### src/rtl/ffd_sinc_pkg.sv
// Package shared by the staged enable-register bank.
// Contents:
//   state_e        - two-state controller encoding (IDLE / DIRTY)
//   ffd_sinc_clog2 - address width for a channel count, never below 1
//   chan_lsb       - lowest bit of a channel inside the flattened output bus
package ffd_sinc_pkg;

    typedef enum logic {
        IDLE  = 1'b0,
        DIRTY = 1'b1
    } state_e;

    // Width of an index able to address 'value' channels. A single
    // channel still gets a 1-bit address so port widths never collapse.
    function automatic int ffd_sinc_clog2(input int value);
        int r;
        r = 0;
        while ((1 << r) < value) begin
            r++;
        end
        return (r < 1) ? 1 : r;
    endfunction

    // Bit offset of channel 'chan' in a bus of 'width'-bit channels.
    function automatic int chan_lsb(input int chan, input int width);
        return chan * width;
    endfunction

endpackage

### src/rtl/ffd_sinc_chan.sv
// One channel of the staged enable-register bank.
// Holds the staging value, the committed value and the dirty flag.
// Ports:
//   clk, reset  - clock, synchronous active-high reset
//   wr_stb      - write strobe for this channel (already decoded and gated)
//   wr_data     - data to stage
//   commit      - copy staging to committed if dirty (or merge wr_data)
//   discard     - reload staging from committed; ignored when commit is high
//   stage_val   - registered staging value
//   commit_val  - registered committed value
//   commit_nxt  - value committed_q will take at the next edge
//   dirty       - staged value not yet committed
module ffd_sinc_chan
    import ffd_sinc_pkg::*;
#(
    parameter int               W         = 8,
    parameter logic [W-1:0]     RESET_VAL = '0
) (
    input  logic         clk,
    input  logic         reset,
    input  logic         wr_stb,
    input  logic [W-1:0] wr_data,
    input  logic         commit,
    input  logic         discard,
    output logic [W-1:0] stage_val,
    output logic [W-1:0] commit_val,
    output logic [W-1:0] commit_nxt,
    output logic         dirty
);

    logic [W-1:0] stage_q, stage_d;
    logic [W-1:0] committed_q, committed_d;
    logic         dirty_q, dirty_d;

    // Commit has priority over discard. A write landing in the commit
    // cycle is merged straight into the committed value, so staging and
    // committed agree again afterwards.
    always_comb begin
        stage_d     = stage_q;
        committed_d = committed_q;
        dirty_d     = dirty_q;
        if (commit) begin
            if (wr_stb) begin
                stage_d     = wr_data;
                committed_d = wr_data;
            end else if (dirty_q) begin
                committed_d = stage_q;
            end
            dirty_d = 1'b0;
        end else if (discard) begin
            stage_d = committed_q;
            dirty_d = 1'b0;
        end else if (wr_stb) begin
            stage_d = wr_data;
            dirty_d = 1'b1;
        end
    end

    always_ff @(posedge clk) begin
        if (reset) begin
            stage_q     <= RESET_VAL;
            committed_q <= RESET_VAL;
            dirty_q     <= 1'b0;
        end else begin
            stage_q     <= stage_d;
            committed_q <= committed_d;
            dirty_q     <= dirty_d;
        end
    end

    assign stage_val  = stage_q;
    assign commit_val = committed_q;
    assign commit_nxt = committed_d;
    assign dirty      = dirty_q;

endmodule

### src/rtl/ffd_sinc_bank.sv
// Bank of N W-bit enable registers with per-channel staging and an
// atomic commit: writes land in staging one channel at a time, and a
// single commit moves every dirty channel to q_flat on the same edge.
// Ports:
//   clk, reset   - clock, synchronous active-high reset
//   wr_en        - stage wr_data into channel wr_addr (ignored if wr_addr >= N)
//   wr_addr      - staging write index
//   wr_data      - staging write data
//   commit       - transfer dirty staging channels to q_flat
//   discard      - reload staging from committed values (commit wins)
//   rd_addr      - staging read index
//   rd_data      - staging[rd_addr], zero when out of range
//   q_flat       - committed values, channel i at [i*W +: W]
//   dirty        - per-channel uncommitted flags
//   pending      - high while any channel is dirty
//   commit_done  - one-cycle pulse after a commit that moved data
module ffd_sinc_bank
    import ffd_sinc_pkg::*;
#(
    parameter int           W             = 8,
    parameter int           N             = 4,
    parameter int           AW            = ffd_sinc_clog2(N),
    parameter logic [W-1:0] RESET_VAL     = '0,
    parameter bit           WRITE_THROUGH = 1'b0
) (
    input  logic           clk,
    input  logic           reset,
    input  logic           wr_en,
    input  logic [AW-1:0]  wr_addr,
    input  logic [W-1:0]   wr_data,
    input  logic           commit,
    input  logic           discard,
    input  logic [AW-1:0]  rd_addr,
    output logic [W-1:0]   rd_data,
    output logic [N*W-1:0] q_flat,
    output logic [N-1:0]   dirty,
    output logic           pending,
    output logic           commit_done
);

    logic         wr_in_range;
    logic         wr_accept;
    logic [N-1:0] wr_stb;
    logic [W-1:0] stage_val  [N];
    logic [W-1:0] commit_val [N];
    logic [W-1:0] commit_nxt [N];

    state_e state_q, state_d;
    logic   commit_done_q, commit_done_d;

    // A write is dropped when a discard (without commit) shares its cycle.
    assign wr_in_range = (int'(wr_addr) < N);
    assign wr_accept   = wr_en && wr_in_range && !(discard && !commit);

    always_comb begin
        wr_stb = '0;
        for (int i = 0; i < N; i++) begin
            if (wr_accept && (int'(wr_addr) == i)) begin
                wr_stb[i] = 1'b1;
            end
        end
    end

    genvar g;
    generate
        for (g = 0; g < N; g++) begin : g_chan
            ffd_sinc_chan #(
                .W         (W),
                .RESET_VAL (RESET_VAL)
            ) u_chan (
                .clk        (clk),
                .reset      (reset),
                .wr_stb     (wr_stb[g]),
                .wr_data    (wr_data),
                .commit     (commit),
                .discard    (discard),
                .stage_val  (stage_val[g]),
                .commit_val (commit_val[g]),
                .commit_nxt (commit_nxt[g]),
                .dirty      (dirty[g])
            );

            // Write-through exposes the merged next value during the
            // commit cycle; outside a commit both choices are identical.
            if (WRITE_THROUGH) begin : g_wt
                assign q_flat[chan_lsb(g, W) +: W] = commit_nxt[g];
            end else begin : g_reg
                assign q_flat[chan_lsb(g, W) +: W] = commit_val[g];
            end
        end
    endgenerate

    // Controller: DIRTY while anything is staged but not committed.
    always_comb begin
        state_d       = state_q;
        commit_done_d = 1'b0;
        case (state_q)
            IDLE: begin
                if (!commit && !discard && wr_accept) begin
                    state_d = DIRTY;
                end
            end
            DIRTY: begin
                if (commit || discard) begin
                    state_d = IDLE;
                end
            end
            default: state_d = IDLE;
        endcase
        // A merged same-cycle write counts as moved data.
        commit_done_d = commit && ((|dirty) || wr_accept);
    end

    always_ff @(posedge clk) begin
        if (reset) begin
            state_q       <= IDLE;
            commit_done_q <= 1'b0;
        end else begin
            state_q       <= state_d;
            commit_done_q <= commit_done_d;
        end
    end

    always_comb begin
        rd_data = '0;
        for (int i = 0; i < N; i++) begin
            if (int'(rd_addr) == i) begin
                rd_data = stage_val[i];
            end
        end
    end

    assign pending     = (state_q == DIRTY);
    assign commit_done = commit_done_q;

endmodule

### config.mk
export PLATFORM = sky130hd
export DESIGN_NAME = ffd_sinc_bank
export DESIGN_NICKNAME = d
export VERILOG_FILES = /design/src/rtl/ffd_sinc_pkg.sv /design/src/rtl/ffd_sinc_chan.sv /design/src/rtl/ffd_sinc_bank.sv
export SDC_FILE = /design/constraint.sdc
export NUM_CORES = 1
export LEC_CHECK = 0
export CAP_MARGIN = 20
export CORE_MARGIN = 5
export CORE_UTILIZATION = 47
export DETAILED_ROUTE_END_ITERATION = 6
export GPL_TIMING_DRIVEN = 0
export PLACE_DENSITY = 0.76
export SETUP_SLACK_MARGIN = 0.15
export SYNTH_ARGS = -nofsm -noshare
export SYNTH_HDL_FRONTEND = slang
export SYNTH_SLANG_ARGS = --single-unit
### constraint.sdc
create_clock -name clk -period 1.5 [get_ports clk]
set_clock_uncertainty 0.05 [all_clocks]
set_input_delay 0.3 -clock clk [delete_from_list [all_inputs] [get_ports clk]]
set_output_delay 0.3 -clock clk [all_outputs]
set_load 0.02 [all_outputs]
==> summary.md <==
| Metric | Value |
|---|---|
| Failing checks | negative setup slack |
| P&R area growth vs syn | 56.77% |
| Nets | 489 |
| Clk pwr share | 0.328 |
| Core area | 7176 um2 |
| Max Freq | between 0.5 and 0.6 GHz |
| Worst EP arrival | between 1 and 1.5 ns |
| Final Core Density | 0.7526 |
| Count of final hold-check violations | 0 |
| Post-route insts no fill | around 580 |
| Count of clock tree sinks | 70 |
| Hold Buf Count CTS | 0 |
| Post-route antenna net violation count | 0 |
| Pwr per Cell Area | between 800 and 900 nW/um2 |
| Remaining Overflow, GRT | 0 |
| Synth cell types | 27 |
| Residual DRC | 0 |
| Die Y | roughly 96 um |
| Antenna Cells | 0 |
| Fin crit period | 1.706 ns |
| Cell Area, Synth | between 3000 and 4000 um2 |
| R2R cell count | 5 |
| DR pass1 iterations | 6 |
| Placement Rows | 31 |
| Largest net degree at the start of global routing | 13 |
| Register share of total power | 0.440 |
| Reg-to-Reg Start | g_chan[1].u_chan.dirty |
| Hold Crit Class | input port to register |
| Number of global-route vias before repair | between 3000 and 4000 |
| Final Cell Area | approximately 5400 um2 |
| GRT Util Overall | 0.3077 |
| Final setup violation count | 8 |
| Worst slew margin | 0.6121 |
| Placed cell area | 4313 um2 |
| H-tree Lvls | 3 |
| CTS tree | yes |
| Peak VDD IR | 0.5335 mV |
| Avg Inst Size Synth | between 9 and 10 um2 |
| Fin crit share | 1.137 |
| Vias per cell | 6.877 |
| Crit start category | register |
| Initial Util | 0.4800 |
| First-pass GRT wire length | between 20000 and 25000 um |
| Die X | 95.61 um |
| Pint | 3.171 mW |
| Comb pwr share | 0.233 |
| Mapped Nets | roughly 390 |
| Seq/Total Area, Yosys | 0.4068 |
| Worst slew pin tran | between 0.5 and 0.6 ns |
| Via count | approximately 4000 |
| CTS Root Cell | clkbuf_8 |
| Worst skew pair latency | between 0.3 and 0.4 ns |
| Switch share | 0.3179 |
| CP Launch Point | g_chan[3].u_chan.stage_val[5] |
| Crit path max fanout | 2 |
| Crit path to | rd_data[5] |
| Clk buf depth | 2 |
| Cell leakage power | a little over 2 nW |
| RSZ-0062 raised after global routing | yes |
| Syn Inst Count | 370 |
| Hpwl dp | 9230 um |
| Final setup margin | -0.2059 ns |
| CTS Buf Count | 9 |
| RD Place Congestion | between 0.9 and 1 |
| Share of layout cells above drive strength 1 | 0.5807 |
| Worst setup EP type | output port |
| Yosys Warn Count | 0 |
| Status | finished, violations left |
| Max-slew violation count | 0 |
| Top-Level Pins | 63 |
| Placed Cells | between 500 and 600 |
| Total wire length | around 15000 um |
| Flop2flop setup slack | 0.14 ns |
| Initial antenna violation count | 0 |
| Flops & latches, synth | 70 |
| Number of buffers inserted by port buffering | just under 60 |
| Critical Path RT | approximately 1.2 ns |
| Max_cap viols | 0 |
| R2R Path End | g_chan[1].u_chan.commit_val[7] |
| Switching Power | between 1 and 1.5 mW |
| Setup Crit Path Kind | register to output port |
| Worst-path clk slew | ~0.080 ns |
| Total die area | approximately 9000 um2 |
| Hold path start | discard |
| Worst slack at placement | -0.8398 ns |
| Routed wire per std cell | 25.41 um |
| Initial DRC count | 441 |
## cell usage in the layout (no fill, tap or decap), types with 2 or more instances in the layout
| cell type | netlist | routed |
|---|---|---|
| clkdlybuf4s15_2 | 0 | 2 |
| o21a_1 | 5 | 5 |
| dfxtp_2 | 0 | 22 |
| clkinvlp_4 | 0 | 2 |
| a311oi_1 | 64 | 26 |
| and3_4 | 0 | 3 |
| dfxtp_4 | 0 | 3 |
| and3b_1 | 8 | 5 |
| clkdlybuf4s50_1 | 0 | 9 |
| nand3_2 | 0 | 8 |
| buf_12 | 0 | 6 |
| nand3_1 | 32 | 24 |
| clkbuf_8 | 0 | 16 |
| nor2_1 | 33 | 33 |
| or2_1 | 3 | 3 |
| dfxtp_1 | 70 | 45 |
| and4b_1 | 2 | 2 |
| a21oi_1 | 8 | 8 |
| o31ai_4 | 0 | 15 |
| o31ai_2 | 0 | 17 |
| clkbuf_2 | 0 | 9 |
| clkbuf_4 | 0 | 10 |
| buf_2 | 16 | 35 |
| buf_8 | 0 | 8 |
| and2_4 | 0 | 4 |
| buf_6 | 8 | 23 |
| mux4_2 | 8 | 8 |
| and3b_2 | 0 | 3 |
| a311oi_2 | 0 | 38 |
| buf_4 | 6 | 37 |
| nor3_1 | 29 | 29 |
| and3_1 | 8 | 5 |
## layer usage
metal / track usage / share of wire / up-vias
met5: 0 / 0 / -
met4: 0.1339 / 0.044 / 0
met1: 0.4195 / 0.40 / 1938
li1: - / - / 1670
met3: 0.04262 / 0.085 / 59
met2: 0.4847 / 0.47 / 294
## stage by stage
step	TNS (ns)	power, mW	hold WS (ns)
after floorplan	0	2.541	0.4193
after global placement	-50.97	2.844	0.4040
after detailed placement	-52.15	2.856	0.4217
after CTS	-1.364	4.474	0.3849
after global routing	-1.578	4.763	0.2806
final	-1.505	4.649	0.2554
## worst min path at each step
stage                              to  cells after the start  slack, ns
6_report       g_chan[3].u_chan.dirty                      3       0.26
5_1_grt        g_chan[1].u_chan.dirty                      3       0.28
4_1_cts        g_chan[3].u_chan.dirty                      3       0.38
3_5_place_dp                  pending                      1       0.42
3_3_place_gp                  pending                      1       0.40
2_1_floorplan  g_chan[1].u_chan.dirty                      1       0.42
## cell type report
class | instances | area, um2
Clock inverter | 4 | 28.78
Multi-Input combinational cell | 244 | 2355
Sequential cell | 70 | 1440
Buffer | 55 | 564.3
Timing Repair Buffer | 91 | 714.4
Tap cell | 99 | 123.9
Fill cell | 484 | 1775
Clock buffer | 12 | 165.2
Inverter | 1 | 8.758
## synthesized netlist by cell type, drive strengths merged
| library cell | count | area, um2 |
|---|---|---|
| a311oi | 64 | 560.5 |
| nand2 | 1 | 3.750 |
| nor2b | 1 | 6.260 |
| buf | 32 | 222.7 |
| nand2b | 2 | 12.51 |
| clkbuf | 23 | 86.33 |
| and2 | 4 | 25.02 |
| and4b | 2 | 20.02 |
| nor2 | 33 | 123.9 |
| and3b | 8 | 70.07 |
| mux4 | 8 | 180.2 |
| nor3 | 29 | 145.1 |
| and4bb | 1 | 12.51 |
| or4 | 1 | 7.510 |
| or2 | 3 | 18.77 |
| o31ai | 32 | 240.2 |
| a21oi | 8 | 40.04 |
| a31o | 1 | 8.760 |
| nor3b | 1 | 7.510 |
| clkinv | 1 | 3.750 |
| nand3 | 32 | 160.2 |
| and3 | 8 | 50.05 |
| o21a | 5 | 37.54 |
| dfxtp | 70 | 1401 |
## flip-flops by register name, indices dropped and copies added, names as in the netlist
name                      flops
pending                       1
g_chan.u_chan.commit_val     32
g_chan.u_chan.dirty           4
commit_done                   1
g_chan.u_chan.stage_val      32
## repair_timing
action,4_1_cts,5_1_grt
setup endpoints to repair,115,103
pin swaps,16,17
resized for setup,299,114
buffers inserted,22,9
cloned,0,1
## power by group through the flow
stage,logic [mW],clock network (mW),registers [mW]
global placement,0.774,0,2.07
global route,1.13,1.59,2.05
detailed placement,0.784,0,2.07
finish,1.08,1.52,2.04
floorplan,0.454,0,2.09
CTS,0.930,1.51,2.04
## cell families (layout without fill, tap and decap cells)
kind of cell,after synthesis,count (layout),share of synthesized area
buffers and inverters,56,163,0.09081
DFF,70,70,0.4068
muxes,8,8,0.05231
AOI/OAI and AO/OA,110,110,0.2575
and+or+nand+nor,126,126,0.1925
## critical path, cell delays in order (launching register included)
cell and delay [ns]:
dfxtp_2 0.34, mux4_2 0.50, buf_6 0.16
Power figures use the tool's default switching activity.
